$ cat src/rtl/ctrl_arb_pkg.sv
// Shared types and sizing for the write-enable demux arbiter.
// The optional grant timeout (macro ARB_TIMEOUT_EN) uses HOLD_MAX and HOLD_W.
package ctrl_arb_pkg;

    localparam int NUM_REQ  = 8;
    localparam int SEL_W    = $clog2(NUM_REQ);
    localparam int HOLD_MAX = 15;
    localparam int HOLD_W   = $clog2(HOLD_MAX + 1);

    typedef enum logic [1:0] {IDLE, GRANT, RELEASE} arb_state_t;
    typedef logic [SEL_W-1:0] arb_sel_t;

    function automatic logic [NUM_REQ-1:0] sel_to_onehot(input arb_sel_t s);
        logic [NUM_REQ-1:0] v;
        v    = '0;
        v[s] = 1'b1;
        return v;
    endfunction

endpackage

$ cat src/rtl/demux_write_arbiter_if.sv
// Request/grant bundle between the requesting units, the arbiter and the demux.
// Handshake: a requester raises req and holds it for its whole use of the line; it owns the line while its gnt bit is high, and releases it by dropping req.
interface demux_write_arbiter_if;
    import ctrl_arb_pkg::*;

    logic [NUM_REQ-1:0] req;
    logic [NUM_REQ-1:0] gnt;
    arb_sel_t           sel;
    logic               wr_en;
    logic               busy;
    logic               timeout;
    arb_state_t         state;

    modport master (output req, input gnt, sel, wr_en, busy, timeout, state);
    modport slave  (input req, output gnt, sel, wr_en, busy, timeout, state);
endinterface

$ cat src/rtl/rr_pick.sv
// Rotate-priority encoder: first set bit of req_i at or after start_i, wrapping to 0.
module rr_pick
    import ctrl_arb_pkg::*;
(
    input  logic [NUM_REQ-1:0] req_i,
    input  arb_sel_t           start_i,
    output logic               valid_o,
    output arb_sel_t           winner_o
);

    arb_sel_t idx;

    // Scan from the farthest offset down so the nearest set bit is written last.
    always_comb begin
        valid_o  = 1'b0;
        winner_o = '0;
        idx      = '0;
        for (int i = NUM_REQ - 1; i >= 0; i--) begin
            idx = arb_sel_t'((int'(start_i) + i) % NUM_REQ);
            if (req_i[idx]) begin
                valid_o  = 1'b1;
                winner_o = idx;
            end
        end
    end

endmodule

$ cat src/rtl/demux_write_arbiter.sv
// Round-robin owner of the shared write-enable line feeding the 1-to-NUM_REQ demux.
// Define ARB_TIMEOUT_EN to revoke grants after HOLD_MAX cycles and mask the owner until it drops req.
module demux_write_arbiter
    import ctrl_arb_pkg::*;
(
    input  logic                       clk,
    input  logic                       rst,
    demux_write_arbiter_if.slave       bus
);

    arb_state_t         state_q;
    logic [NUM_REQ-1:0] gnt_q;
    arb_sel_t           sel_q;
    arb_sel_t           last_q;
    logic               wr_en_q;
    logic               busy_q;
    logic [NUM_REQ-1:0] eligible;
    arb_sel_t           start;
    logic               pick_valid;
    arb_sel_t           pick_idx;

`ifdef ARB_TIMEOUT_EN
    logic [NUM_REQ-1:0] mask_q;
    logic [HOLD_W-1:0]  hold_q;
    logic               timeout_q;

    assign eligible    = bus.req & ~mask_q;
    assign bus.timeout = timeout_q;
`else
    assign eligible    = bus.req;
    assign bus.timeout = 1'b0;
`endif

    assign start = (last_q == arb_sel_t'(NUM_REQ - 1)) ? '0 : last_q + 1'b1;

    rr_pick u_pick (
        .req_i    (eligible),
        .start_i  (start),
        .valid_o  (pick_valid),
        .winner_o (pick_idx)
    );

    // sel_q doubles as the owner index; it is only meaningful while in GRANT.
    always_ff @(posedge clk or posedge rst) begin
        if (rst) begin
            state_q   <= IDLE;
            gnt_q     <= '0;
            sel_q     <= '0;
            last_q    <= arb_sel_t'(NUM_REQ - 1);
            wr_en_q   <= 1'b0;
            busy_q    <= 1'b0;
`ifdef ARB_TIMEOUT_EN
            mask_q    <= '0;
            hold_q    <= '0;
            timeout_q <= 1'b0;
`endif
        end else begin
`ifdef ARB_TIMEOUT_EN
            timeout_q <= 1'b0;
            mask_q    <= mask_q & bus.req;
`endif
            case (state_q)
                IDLE: begin
                    if (pick_valid) begin
                        state_q <= GRANT;
                        gnt_q   <= sel_to_onehot(pick_idx);
                        sel_q   <= pick_idx;
                        wr_en_q <= 1'b1;
                        busy_q  <= 1'b1;
`ifdef ARB_TIMEOUT_EN
                        hold_q  <= '0;
`endif
                    end
                end
                GRANT: begin
                    if (!bus.req[sel_q]) begin
                        state_q <= RELEASE;
                        gnt_q   <= '0;
                        wr_en_q <= 1'b0;
                        last_q  <= sel_q;
`ifdef ARB_TIMEOUT_EN
                    end else if (hold_q == HOLD_W'(HOLD_MAX - 1)) begin
                        state_q   <= RELEASE;
                        gnt_q     <= '0;
                        wr_en_q   <= 1'b0;
                        last_q    <= sel_q;
                        timeout_q <= 1'b1;
                        mask_q    <= (mask_q & bus.req) | sel_to_onehot(sel_q);
                    end else begin
                        hold_q <= hold_q + 1'b1;
`endif
                    end
                end
                RELEASE: begin
                    state_q <= IDLE;
                    busy_q  <= 1'b0;
                end
                default: state_q <= IDLE;
            endcase
        end
    end

    assign bus.gnt   = gnt_q;
    assign bus.sel   = sel_q;
    assign bus.wr_en = wr_en_q;
    assign bus.busy  = busy_q;
    assign bus.state = state_q;

endmodule

$ cat src/flat_wrapper.sv
// flat-port wrapper written by rule: the top's interface ports become plain ports
module demux_write_arbiter_flat import ctrl_arb_pkg::*;
  (clk, rst, bus_req, bus_gnt, bus_sel, bus_wr_en, bus_busy, bus_timeout, bus_state);
  demux_write_arbiter_if bus_i ();
  input  logic clk;
  input  logic rst;
  input wire logic [$bits(bus_i.req)-1:0] bus_req;
  output wire logic [$bits(bus_i.gnt)-1:0] bus_gnt;
  output wire logic [$bits(bus_i.sel)-1:0] bus_sel;
  output wire logic [$bits(bus_i.wr_en)-1:0] bus_wr_en;
  output wire logic [$bits(bus_i.busy)-1:0] bus_busy;
  output wire logic [$bits(bus_i.timeout)-1:0] bus_timeout;
  output wire logic [$bits(bus_i.state)-1:0] bus_state;
  assign bus_i.req = bus_req;
  assign bus_gnt = bus_i.gnt;
  assign bus_sel = bus_i.sel;
  assign bus_wr_en = bus_i.wr_en;
  assign bus_busy = bus_i.busy;
  assign bus_timeout = bus_i.timeout;
  assign bus_state = bus_i.state;
  demux_write_arbiter u_core (.clk(clk), .rst(rst), .bus(bus_i));
endmodule
$ cat config.mk
export PLATFORM = sky130hd
export DESIGN_NAME = demux_write_arbiter_flat
export DESIGN_NICKNAME = d
export VERILOG_FILES = /design/src/rtl/ctrl_arb_pkg.sv /design/src/rtl/demux_write_arbiter_if.sv /design/src/rtl/rr_pick.sv /design/src/rtl/demux_write_arbiter.sv /design/src/flat_wrapper.sv
export SDC_FILE = /design/constraint.sdc
export NUM_CORES = 1
export LEC_CHECK = 0
export ABC_CLOCK_PERIOD_IN_PS = 4000
export CORE_ASPECT_RATIO = 0.9
export CORE_UTILIZATION = 45
export CTS_BUF_LIST = sky130_fd_sc_hd__clkbuf_8
export DETAILED_ROUTE_END_ITERATION = 8
export DONT_BUFFER_PORTS = 1
export RECOVER_POWER = 100
export SKIP_CTS_REPAIR_TIMING = 1
export SLEW_MARGIN = 20
export SYNTH_ARGS = -nofsm -noshare
export SYNTH_HDL_FRONTEND = slang
export SYNTH_SLANG_ARGS = --single-unit
export TNS_END_PERCENT = 50
$ cat constraint.sdc
create_clock -name clk -period 4 [get_ports clk]
set_input_delay 0.6 -clock clk [delete_from_list [all_inputs] [get_ports clk]]
set_output_delay 0.6 -clock clk [all_outputs]
set_load 0.02 [all_outputs]
==> summary.md, run 1 <==
| Metric | Value |
|---|---|
| Status | finished, final reports clean |
| First-pass GRT wire length | 8180 um |
| Worst setup path category | reg -> reg |
| Most common cell after layout, fill and taps aside | mux2i_1 |
| Post-synth EDFFs | 0 |
| RSZ-0062 raised after global routing | no |
| Vias per inst | 6.70 |
| Slew @ Worst Pin | 0.679 ns |
| Final setup TNS | 0 ns |
| Antenna Diode Count | 0 |
| Yosys warns | 0 |
| Final wirelength | 4880 um |
| Final hold violation count | 0 |
| Drt first-iter violations | 107 |
| Crit-path cells | ha_1 -> ha_1 -> clkbuf_1 -> xor2_1 -> mux2i_1 -> mux2i_1 -> nor3b_1 -> o31a_1 -> a211o_1 -> a32o_1 |
| Slew Viols, Final | 0 |
| Core Util, Final | 50.6% |
| First-pass DRT Iterations | 4 |
| Die H | 63.4 um |
| CP required | 4.15 ns |
| Netlist cell types | 60 |
| Final net count | 212 |
| Starting Density | 48.7% |
| Worst setup EP type | register |
| Clock transition at the registers of the reported paths | 0.07 ns |
| Hpwl dp | 3780 um |
| Via Count | 1636 |
| Vias in the first global route | 1571 |
| Post-synthesis net count | 214 |
| Clock buffer depth | 2 |
| Initial antenna violation count | 0 |
| Htree depth | 1 |
| Slew margin rel. | 53.6% |
| Post-synthesis sequential area ratio | 24.1% |
| CTS tree | done |
| DIE AREA | 4440 um^2 |
| Clock Sinks | 18 |
| Boundary Pins | 26 |
| Slowest-stage cell, CP | dfstp_2 |
| Maximum clock frequency | 276 MHz |
| Root Buffer | clkbuf_8 |
| Ys flop type | dfrtp_1 |
| Largest stage delay on the critical path | 0.59 ns |
| Maximum capacitance violations | 0 |
| Gpl congestion | 0.893 |
| Core Box Area | 3860 um^2 |
| Grt total ovfl | 0 |
| CP max FO | 13 |
| Most frequent cells in the layout | mux2i_1, nand2_1, dfrtp_1 |
| Die width | 70.2 um |
| Port bufs | 0 |
| DR WL/cell | 20.0 um |
| Setup crit start kind | register |
| Largest net degree at the start of global routing | 19 |
| Row Count | 21 |
| CTS Buf Count | 3 |
| Synthesized cell area | 1880 um^2 |
| DRC | 0 |
| Worst hold-check path type | in -> async |
| Final ANT Viol Nets | 0 |
| Clk_lat worst skew | 0.25 ns |
| Final Setup Violations | 0 |
| Area delta synth->final | 3.86% |
| Avg Cell Area, Syn | 9.36 um^2 |
| Fin crit share | 90.6% |
| Register bit total from synthesis | 18 |
| GRT Overall Usage | 23.3% |
| Layout cells sized above 1 | 17.2% |
| Clk_skew | 0.00454 ns |
| Cells after Synth | 201 |
| Worst R2R Setup Slack | 0.37 ns |
| Critical Path AT | 3.77 ns |
| Async set-reset flop share out of synthesis | 100% |
| Post-route minimum period | 3.63 ns |
synthesized netlist by cell type (6+ instances only):
master	n	area share (%)
a21oi_1	9	2.4
buf_2	6	1.6
dfrtp_1	15	20
mux2_2	6	3.6
mux2i_1	24	13
mux4_2	7	8.4
nand2_1	22	4.4
nor2_1	10	2.0
o21ai_0	9	2.4
layer usage:
layer | global-route usage [%] | wire, um
met3 | 5.28 | 308
met1 | 34.2 | 2310
met2 | 35.8 | 2250
met5 | 0 | 0
met4 | 3.00 | 14
cell families after synthesis:
family,share of synthesized area (%)
AO/OA/AOI/OAI,23.1
XOR/XNOR,2.33
adder cells (fa/ha/maj),1.99
buffers and inverters,4.99
flip-flops,24.1
multiplexers,27.5
other,0.199
AND/OR/NAND/NOR,15.7
area by class of cell:
class | count | area [um^2]
Inverter | 4 | 15.0
Tap cell | 46 | 57.6
Sequential cell | 18 | 454
Fill cell | 362 | 1910
Clock buffer | 4 | 55.1
Timing Repair Buffer | 6 | 41.3
Multi-Input combinational cell | 166 | 1330
registers in the layout, indices dropped and copies added (netlist names):
name,count
u_core.bus.state,2
u_core.bus.busy,1
u_core.bus.wr_en,1
u_core.bus.gnt,8
u_core.last_q,3
u_core.bus.sel,3
metrics by stage:
step	cell area (um^2)	hold slack, ns	worst slack [ns]	cells
after detailed placement	1910	0.478	0.467	240
final	1950	0.323	0.374	244
after CTS	1960	0.343	0.450	244
after global placement	1910	0.473	0.561	240
after global routing	1950	0.356	0.125	244
after floorplan	1880	0.450	0.877	201
worst paths after layout:
check                            startpoint             endpoint  cells past startpoint
hold reg to reg            u_core.last_q[1]     u_core.last_q[1]                      2
max in group asynchronous               rst  u_core.bus.state[0]                      1
min in group clk           u_core.last_q[1]     u_core.last_q[1]                      2
setup / recovery           u_core.last_q[0]    u_core.bus.gnt[2]                     10
setup reg to reg           u_core.last_q[0]    u_core.bus.gnt[2]                     10
hold / removal                          rst    u_core.bus.sel[2]                      1
critical path, delay by kind of cell (launching register included):
family | cells | cell delay (ns)
buffers and inverters | 1 | 0.26
multiplexers | 2 | 0.58
flip-flops | 1 | 0.59
AND/OR/NAND/NOR | 1 | 0.18
adder cells (fa/ha/maj) | 2 | 0.78
AO/OA/AOI/OAI | 3 | 0.74
XOR/XNOR | 1 | 0.39
Power of run 1 is left out: the tool's default activity adds up to more than one toggle a clock period on the data nets, which glitch-free logic cannot reach.
==> run 2: changes to the inputs <==
Settings changed: ABC_CLOCK_PERIOD_IN_PS 4000 to 3700.
Clock period 4 ns to 3.7 ns, I/O delays scaled along.
==> summary.md, run 2 (synthesis results as in run 1) <==
| Metric | Value |
|---|---|
| Initial antenna violation count | 0 (unchanged) |
| Drt first-iter violations | 136 (+27%) |
| Max reg flops | 8 (unchanged) |
| First-pass GRT wire length | 8490 um (+3.8%) |
| Status | finished, final reports clean |
| Most common cell after layout, fill and taps aside | mux2i_1 |
| Via Count | 1709 (+4.5%) |
| Port bufs | 0 (unchanged) |
| First-pass DRT Iterations | 4 (unchanged) |
| CP max FO | 8 (-5) |
| Layout cells sized above 1 | 18.6% (+1.5 points) |
| Die width | 70.2 um (unchanged) |
| Slew margin rel. | 55.6% (+2.0 points) |
| Most frequent cells in the layout | mux2i_1, nand2_1, dfrtp_1 |
| CP required | 3.85 ns (-0.30 ns) |
| Boundary Pins | 26 (unchanged) |
| Final ANT Viol Nets | 0 (unchanged) |
| Slew @ Worst Pin | 0.665 ns (-0.0139 ns) |
| Clock buffer depth | 2 (unchanged) |
| Final Setup Violations | 0 (unchanged) |
| Htree depth | 1 (unchanged) |
| Placed instance count | 246 (+2.5%) |
| Area delta synth->final | 5.45% |
| CTS tree | done |
| Clock transition at the registers of the reported paths | 0.07 ns (about the same) |
| Clock Sinks | 18 (unchanged) |
| Reg-to-Reg End | u_core.bus.gnt[2] |
| DIE AREA | 4440 um^2 (unchanged) |
| Row Count | 21 (unchanged) |
| Starting Density | 48.7% (unchanged) |
| Final net count | 218 (+2.8%) |
| Gpl congestion | 0.944 (+5.7%) |
| Post-route minimum period | 3.51 ns (-0.111 ns) |
| Final hold violation count | 0 (unchanged) |
| Critical Path AT | 3.66 ns (-0.11 ns) |
| Antenna Diode Count | 0 (unchanged) |
| Root Buffer | clkbuf_8 |
| Largest net degree at the start of global routing | 19 (unchanged) |
| DRC | 0 (unchanged) |
| Non-filler instance count after layout | 250 (+2.5%) |
| Vias per inst | 6.84 (+2.0%) |
| Clk_lat worst skew | 0.26 ns (about the same) |
| Slew Viols, Final | 0 (unchanged) |
| Core Util, Final | 51.4% (+0.78 points) |
| Hpwl dp | 3900 um (+3.2%) |
| R2R Path Start | u_core.last_q[0] |
| Final Hold Slack | 0.275 ns (-0.0472 ns) |
| Reg2reg path depth | 8 (-2) |
| Maximum clock frequency | 285 MHz (+3.2%) |
| Worst setup EP type | register |
| Core Box Area | 3860 um^2 (unchanged) |
| DR WL/cell | 20.2 um (+1.1%) |
| Vias in the first global route | 1583 (+0.76%) |
| Worst R2R Setup Slack | 0.19 ns (-0.19 ns) |
| Grt total ovfl | 0 (unchanged) |
| Final setup TNS | 0 ns (unchanged) |
| CTS Buf Count | 3 (unchanged) |
| Setup crit start kind | register |
| Worst setup path category | reg -> reg |
| Maximum capacitance violations | 0 (unchanged) |
| Worst hold-check path type | in -> async |
| RSZ-0062 raised after global routing | no |
| Fin crit share | 95.0% (+4.3 points) |
| Die H | 63.4 um (unchanged) |
| Fill cells | 363 (+0.28%) |
| Final wirelength | 5050 um (+3.6%) |
| Clk_skew | 0.00356 ns (-0.000987 ns) |
| GRT Overall Usage | 24.3% (+1.0 points) |
run 2: layout make-up:
type,count,area [um^2],area share [%]
Inverter,4,15.0,0.757
Sequential cell,18,454,22.9
Clock buffer,4,55.1,2.77
Tap cell,46,57.6,2.90
Multi-Input combinational cell,166,1320,66.5
Timing Repair Buffer,12,82.6,4.16
run 2: how the worst max path moves through the flow:
stage | start | end | slack, ns | cells after the start
floorplan | u_core.last_q[0] | u_core.bus.gnt[2] | 0.58 | 8
global placement | u_core.last_q[0] | u_core.bus.gnt[2] | 0.24 | 8
CTS | u_core.last_q[0] | u_core.bus.gnt[2] | 0.22 | 8
global route | u_core.last_q[0] | u_core.bus.gnt[0] | 0.02 | 10
detailed placement | u_core.last_q[0] | u_core.bus.gnt[2] | 0.24 | 8
finish | u_core.last_q[0] | u_core.bus.gnt[2] | 0.19 | 8
run 2: per-layer routing:
| metal | track usage, % | vias to the layer above | share of wire [%] |
|---|---|---|---|
| met4 | 5.00 | 0 | 1.5 |
| li1 | - | 786 | - |
| met1 | 37.1 | 834 | 47 |
| met3 | 4.64 | 8 | 7.2 |
| met2 | 35.5 | 81 | 44 |
| met5 | 0 | - | 0 |
run 2: critical path: stages, from the launching register on:
cell      delay [ns]
dfstp_2         0.59
ha_1            0.37
ha_1            0.36
xnor2_1         0.37
mux4_2          0.60
nand2b_1        0.17
o31a_1          0.32
a211o_1         0.36
a32o_1          0.26
run 2: through the flow:
stage | instance area (um^2) | worst slack [ns]
3_3_place_gp | 1950 | 0.242
2_1_floorplan | 1880 | 0.577
6_report | 1980 | 0.185
3_5_place_dp | 1950 | 0.239
5_1_grt | 1980 | 0.0190
4_1_cts | 2010 | 0.224
Power of run 2 is left out for the same reason.
==> run 3: changes to the inputs <==
Settings changed: ABC_CLOCK_PERIOD_IN_PS 3700 to 3510, HOLD_SLACK_MARGIN set to 0.12.
Clock period 3.7 ns to 3.51 ns, I/O delays scaled along.
==> summary.md, run 3 (synthesis results as in run 1) <==
| Metric | Value |
|---|---|
| Status | finished, final reports clean |
| CTS Buf Count | 3 (unchanged) |
| Fin crit share | 94.4% (-0.59 points) |
| Max reg flops | 8 (unchanged) |
| Die H | 63.4 um (unchanged) |
| DIE AREA | 4440 um^2 (unchanged) |
| Crit. Startpoint | u_core.last_q[0] |
| GRT Overall Usage | 23.2% (-1.1 points) |
| Hpwl dp | 3800 um (-2.7%) |
| Row Count | 21 (unchanged) |
| CP max FO | 8 (unchanged) |
| Largest net degree at the start of global routing | 21 (+2) |
| Core Box Area | 3860 um^2 (unchanged) |
| Worst hold-check path type | in -> async |
| DR WL/cell | 19.9 um (-1.5%) |
| Grt total ovfl | 0 (unchanged) |
| CTS tree | done |
| Final Hold Slack | 0.245 ns (-0.0307 ns) |
| Worst R2R Setup Slack | 0.20 ns (about the same) |
| Clock transition at the registers of the reported paths | 0.07 ns (about the same) |
| Clock Sinks | 18 (unchanged) |
| Reg-to-Reg End | u_core.bus.gnt[2] |
| Crit path capture | u_core.bus.gnt[2] |
| Final net count | 216 (-0.92%) |
| Slew Viols, Final | 0 (unchanged) |
| Clk_lat worst skew | 0.26 ns (about the same) |
| Post-route minimum period | 3.31 ns (-0.201 ns) |
| Maximum clock frequency | 302 MHz (+6.1%) |
| R2R Path Start | u_core.last_q[0] |
| Gpl congestion | 0.964 (+2.1%) |
| Htree depth | 1 (unchanged) |
| Maximum capacitance violations | 0 (unchanged) |
| Initial antenna violation count | 0 (unchanged) |
| Final setup TNS | 0 ns (unchanged) |
| Starting Density | 48.7% (unchanged) |
| Via Count | 1704 (-0.29%) |
| Slew margin rel. | 55.8% (+0.24 points) |
| RSZ-0062 raised after global routing | no |
| Final hold violation count | 0 (unchanged) |
| Port bufs | 0 (unchanged) |
| Final wirelength | 4940 um (-2.3%) |
| Boundary Pins | 26 (unchanged) |
| Area delta synth->final | 5.52% (about the same) |
| DRC | 0 (unchanged) |
| Vias in the first global route | 1604 (+1.3%) |
| Most common cell after layout, fill and taps aside | mux2i_1 |
| Die width | 70.2 um (unchanged) |
| Vias per inst | 6.87 (+0.51%) |
| Clk_skew | 0.00855 ns (+0.00499 ns) |
| Critical Path AT | 3.46 ns (-0.20 ns) |
| Most frequent cells in the layout | mux2i_1, nand2_1, dfrtp_1 |
| First-pass DRT Iterations | 4 (unchanged) |
| Slew @ Worst Pin | 0.662 ns (-0.00359 ns) |
| CP required | 3.66 ns (-0.19 ns) |
| Final ANT Viol Nets | 0 (unchanged) |
| First-pass GRT wire length | 8220 um (-3.1%) |
| Worst setup EP type | register |
| Layout cells sized above 1 | 19.3% (+0.68 points) |
| Worst setup path category | reg -> reg |
| Drt first-iter violations | 137 (+0.74%) |
| Final Setup Violations | 0 (unchanged) |
| Reg2reg path depth | 9 (+1) |
| Antenna Diode Count | 0 (unchanged) |
| Setup crit start kind | register |
| Clock buffer depth | 2 (unchanged) |
| Root Buffer | clkbuf_8 |
[run 3: changes by cell type in the layout (fill, tap and decap cells not counted), sizes merged]
cell / change
clkbuf: -3
inv: +1
[run 3: layout make-up]
type,instances,area [um^2]
fill,357,1880
multi-input combinational,166,1340
sequential,18,454
timing repair buffer,10,75.1
tap,46,57.6
clock buffer,3,41.3
inverter,4,15.0
clock inverter,1,3.75
[run 3: how the worst min path moves through the flow]
stage	end	slack, ns	cells after the start
6_report	u_core.bus.sel[2]	0.24	1
4_1_cts	u_core.bus.sel[1]	0.27	1
3_5_place_dp	u_core.last_q[1]	0.48	2
3_3_place_gp	u_core.last_q[1]	0.47	2
5_1_grt	u_core.bus.gnt[2]	0.31	1
2_1_floorplan	u_core.last_q[1]	0.45	2
[run 3: metrics by stage]
| stage | util, % | setup slack (ns) | cell area (um^2) | cells |
|---|---|---|---|---|
| 5_1_grt | 51.4 | 0.0307 | 1990 | 248 |
| 4_1_cts | 51.3 | 0.237 | 1980 | 248 |
| 6_report | 51.4 | 0.197 | 1990 | 248 |
| 3_3_place_gp | 50.1 | 0.295 | 1940 | 244 |
| 2_1_floorplan | - | 0.387 | 1880 | 201 |
| 3_5_place_dp | 50.1 | 0.243 | 1940 | 244 |
[run 3: routing by layer]
layer	vias to the layer above	track usage, %	part of all wire, %	wire length [um]
li1	779	-	-	-
met1	828	32.2	44	2180
met2	84	36.8	47	2320
met3	13	5.76	7.0	347
met4	0	4.50	1.9	95
met5	-	0	0	0
[run 3: critical path: stages (launching register included)]
cell,delay (ns)
dfstp_2,0.58
inv_1,0.07
ha_1,0.48
buf_4,0.25
mux2i_1,0.42
mux4_2,0.39
nand2b_4,0.06
o31a_1,0.32
a211o_1,0.36
a32o_1,0.27
Power of run 3 is left out for the same reason.
==> patch 1: new RTL, settings of run 2 <==
Set the package constant `NUM_REQ` to 16 (it was 8).
--- a/src/rtl/ctrl_arb_pkg.sv
+++ b/src/rtl/ctrl_arb_pkg.sv
@@ -4,3 +4,3 @@
 
-    localparam int NUM_REQ  = 8;
+    localparam int NUM_REQ  = 16;
     localparam int SEL_W    = $clog2(NUM_REQ);
Interface: changed (resized bus_gnt, bus_req and bus_sel); port bits go from 26 to 43. The function was not compared with the original's and may differ.
==> patch 1 against run 2 <==
- routed wire length increased to 2.6 times the old value
- setup slack worse by 400 ps
- final area rose to 2.5 times the old value
- synthesized area grew 83%
- critical path type unchanged
- hold slack better by 150 ps
- sequential share of layout area shrank 8.9 points
- die area is 80% higher
- the flow now finishes with violations (setup timing)
- utilization rose by 19 points
- first-iteration DRC count rose by 77%
- clock skew about the same
- sequential cell count up 10
- via count increased by 120%
Power is left out: the tool's default activity adds up to more than one toggle a clock period on the data nets, which glitch-free logic cannot reach.
==> patch 1: results (changes against run 2) <==
| Metric | Value |
|---|---|
| Vias in the first global route | `3413 (+120%)` |
| Count of final setup violators | `20 (+20)` |
| Worst Path Max Fanout | `8 (unchanged)` |
| Via count | `3748 (+120%)` |
| DRC viols | `0 (unchanged)` |
| Post-synthesis cell type count | `65 (+8.3%)` |
| DR iter-0 viols | `241 (+77%)` |
| WL per Instance | `22.9 um (+13%)` |
| Initial DRT Pass Iterations | `5 (+1)` |
| Layout cells sized above 1 | `53.0% (+34 points)` |
| I/O Buffers | `0 (unchanged)` |
| CTS buffer count | `3 (unchanged)` |
| Fin nets | `507 (+130%)` |
| Initial antenna violation count | `0 (unchanged)` |
| Worst-skew pair later-pin latency | `280 ps (+20 ps)` |
| CTS Buffer Depth | `2 (unchanged)` |
| Clk_skew | `3.65 ps (+0.0928 ps)` |
| Detail Placement HPWL | `9450 um (+140%)` |
| Fillers | `522 (+44%)` |
| Ys flop type | `dfrtp_1` |
| Largest net degree at the start of global routing | `29 (+10)` |
| Clk root buf | `clkbuf_8` |
| Post-synth top cells | `nand2_1, mux2i_1, nor2_1, dfrtp_1, a21oi_1` |
| Asr flop ratio synth | `100% (unchanged)` |
| Post-synth EDFFs | `0 (unchanged)` |
| Setup total negative slack | `-2710 ps (-2710 ps)` |
| GRT Util Overall | `30.9% (+6.6 points)` |
| Synth warn | `0 (unchanged)` |
| Outcome | `finished with violations` |
| N_diodes | `0 (unchanged)` |
| Max reg flops | `16 (+8)` |
| First-pass GRT wire length | `18800 um (+120%)` |
| Top post-synthesis cells by area | `dfrtp_1, mux4_2, mux2i_1` |
| Syn nets | `403 (+88%)` |
| Sequential area share after synthesis | `20.5% (-3.6 points)` |
| Actual transition at the worst max-transition pin | `1070 ps (+410 ps)` |
| CTS clk-pin slew, worst paths | `100 ps (+30 ps)` |
| Arrival time at the worst endpoint | `4110 ps (+450 ps)` |
| Final worst slack | `-211 ps (-397 ps)` |
| Worst hold path type | `input port to asynchronous set/reset pin` |
| GP Congestion | `0.944 (unchanged)` |
| H-tree Lvls | `1 (unchanged)` |
| Failing checks | `setup timing` |
[patch 1: path summary, 6_finish.rpt]
path / start / end / slack (ps) / depth (start not counted)
max: u_core.last_q[0] / u_core.bus.gnt[2] / -210 / 11
min: rst / u_core.bus.wr_en / 420 / 1
max reg2reg: u_core.last_q[0] / u_core.bus.gnt[2] / -210 / 11
min reg2reg: u_core.bus.gnt[7] / u_core.bus.gnt[7] / 630 / 2
max in group asynchronous: rst / u_core.bus.gnt[4] / 2630 / 1
min in group clk: u_core.bus.gnt[7] / u_core.bus.gnt[7] / 630 / 2
[patch 1: critical path: stages, from the launching register on]
cell and delay (ps):
dfstp_2 570, buf_6 110, inv_4 30, ha_4 350
mux4_2 600, mux4_2 560, or3_4 420, a311oi_4 320
o31ai_4 150, a31o_4 280, a21o_4 230, o31ai_2 210
[patch 1: per-layer routing]
metal | track usage (%) | vias up | share of wire, %
met5 | 0 | - | 0
met4 | 5.87 | 0 | 1.5
met3 | 3.94 | 16 | 8.3
met2 | 48.3 | 177 | 47
met1 | 46.0 | 1887 | 43
li1 | - | 1668 | -
[patch 1: area by class of cell]
class                   count  area share (%)
multi-input cells         318            61.8
repair buffers            122            19.7
flip-flops and latches     28            14.0
well taps                  93            2.30
clock buffers               3           0.816
inverters                   9           0.816
clock inverters             1           0.594
[patch 1: cell families (layout without fill, tap and decap cells)]
family	after synthesis	in the layout	synth area share, %
other cells	1	1	0.109
buf+inv	32	135	4.77
fa+ha+maj	7	7	2.55
mux	71	71	29.7
simple gates	118	118	16.5
compound gates	111	111	22.7
flops	28	28	20.5
xor+xnor	10	10	3.17
[patch 1: metrics by stage]
step	instances	area, um2	setup WS (ps)	util [%]	hold WS [ps]
2_1_floorplan	378	3530	-22.3	-	584
3_5_place_dp	553	4300	-326	59.6	612
6_report	574	5060	-211	70.0	424
5_1_grt	574	5060	-279	70.0	522
3_3_place_gp	553	4300	-315	59.6	604
4_1_cts	557	4370	-437	60.5	456
==> patch 2: new RTL, config.mk and constraints of run 2 <==
Without the edit above. Reset style: synchronous (`rst`), changed in one clocked block.
--- a/src/rtl/demux_write_arbiter.sv
+++ b/src/rtl/demux_write_arbiter.sv
@@ -43,3 +43,3 @@
     // sel_q doubles as the owner index; it is only meaningful while in GRANT.
-    always_ff @(posedge clk or posedge rst) begin
+    always_ff @(posedge clk) begin
         if (rst) begin
Function: differs if rst is asserted again (counterexample within 4 cycles, from zero or initial values and one cycle with rst high); with rst held inactive, the same outputs for 4 cycles.
==> patch 2 against run 2 <==
- global-route usage is 1.6 points lower
- utilization is 2.2 points lower
- hold slack better by 84 ps
- synthesized area is 6.4% higher
- setup slack better by 46 ps
- routed wire length is 3.2% higher
- maximum frequency is 1.3% higher
- sequential cell count stayed put
- clock skew hardly changed
- final area is 3.7% higher
==> patch 2: results (changes against run 2) <==
| Metric | Value |
|---|---|
| Arrival time at the worst endpoint | `3610 ps (-50 ps)` |
| Drt total wl | `5220 um (+3.2%)` |
| WL per Instance | `19.2 um (-4.8%)` |
| Largest delay share family, worst path | `simple AND/OR/NAND/NOR gates` |
| Max reg flops | `8 (unchanged)` |
| Met3 usage | `3.99% (-0.65 points)` |
| Post-synthesis cell type count | `62 (+3.3%)` |
| Post-synth top cells | `mux2i_1, dfxtp_1, nand2_1, nor2_1` |
| Asr flop ratio synth | `0% (-100 points)` |
| Actual transition at the worst max-transition pin | `672 ps (+7.19 ps)` |
| Gate Count Post-Synth | `215 (+7.0%)` |
| Initial DRT Pass Iterations | `4 (unchanged)` |
| Leak | `0.816 nW` |
| Detail Placement HPWL | `4030 um (+3.4%)` |
| Worst-skew pair later-pin latency | `250 ps` |
| GRT met1 Usage | `31.3% (-5.9 points)` |
| Maximum VDD drop | `0.617 mV` |
| Number of vias per cell | `6.60 (-3.5%)` |
| Worst Path Max Fanout | `14 (+6)` |
| Sequential area share after synthesis | `18.0% (-6.1 points)` |
| H-tree Lvls | `1 (unchanged)` |
| Worst hold path type | `input port to register` |
| Vias in the first global route | `1679 (+6.1%)` |
| GP Congestion | `0.959 (+1.6%)` |
| Outcome | `finished clean` |
| GRT Util Overall | `22.7% (-1.6 points)` |
| Min Hold Slack | `359 ps (+83.7 ps)` |
| Critical Path Max Stage Delay | `560 ps (-40 ps)` |
| DR iter-0 viols | `129 (-5.1%)` |
| Initial antenna violation count | `0 (unchanged)` |
| Fin nets | `226 (+3.7%)` |
| I/O Buffers | `0 (unchanged)` |
| Met2 Use GR | `36.2% (+0.76 points)` |
| R2r setup slk | `230 ps (+50 ps)` |
| Clk_skew | `3.56 ps (+0.00738 ps)` |
| Synth warn | `0 (unchanged)` |
| Clk root buf | `clkbuf_8` |
| N_diodes | `0 (unchanged)` |
| Top post-synthesis cells by area | `dfxtp_1, mux2i_1, mux4_2` |
| Largest net degree at the start of global routing | `16 (-3)` |
| Placed insts | `268 (+8.9%)` |
| Layout cells sized above 1 | `22.3% (+3.6 points)` |
| CP max stage cell | `or2_1` |
| First-pass GRT wire length | `8380 um (-1.2%)` |
[patch 2: cell type report]
type,instances,area (um2)
Clock buffer,3,41.3
Fill cell,409,2130
Inverter,6,22.5
Multi-Input combinational cell,172,1470
Sequential cell,18,360
Tap cell,60,75.1
Timing Repair Buffer,12,86.3
[patch 2: cells by family after synthesis]
family,share of synthesized area (%)
compound gates,22.7
simple gates,17.0
mux,30.7
buf+inv,8.31
flops,18.0
fa+ha+maj,1.87
xor+xnor,1.25
other cells,0.187
[patch 2: worst reg2reg max path, delay by kind of cell, from the launching register on]
family | cells | cell delay (ps)
AO/OA/AOI/OAI | 4 | 820
buffers and inverters | 1 | 270
flip-flops | 1 | 390
AND/OR/NAND/NOR | 3 | 1240
adder cells (fa/ha/maj) | 2 | 620
[patch 2: routing by layer]
metal	vias up	share of wire (%)
met3	12	4.7
met4	0	2.5
met1	881	46
met2	64	47
li1	831	-
met5	-	0
[patch 2: final timing paths]
path / startpoint / endpoint / cells after the start
hold / removal: rst / u_core.bus.sel[0] / 1
setup / recovery: u_core.last_q[1] / u_core.bus.gnt[2] / 10
hold reg to reg: u_core.last_q[2] / u_core.last_q[2] / 2
setup reg to reg: u_core.last_q[1] / u_core.bus.gnt[2] / 10
[patch 2: per-stage QoR]
stage	area [um2]	setup slack [ps]	total power, mW
5_1_grt	2060	10.2	2.32
6_report	2060	232	2.18
2_1_floorplan	2000	691	1.73
3_3_place_gp	2020	352	2.03
3_5_place_dp	2020	297	2.02
4_1_cts	2070	284	2.17
[patch 2: report_power, final]
group          internal (mW)  switching (mW)  total (mW)
logic                  0.759           0.905        1.66
registers              0.257           0.124       0.381
clock network         0.0723          0.0621       0.134
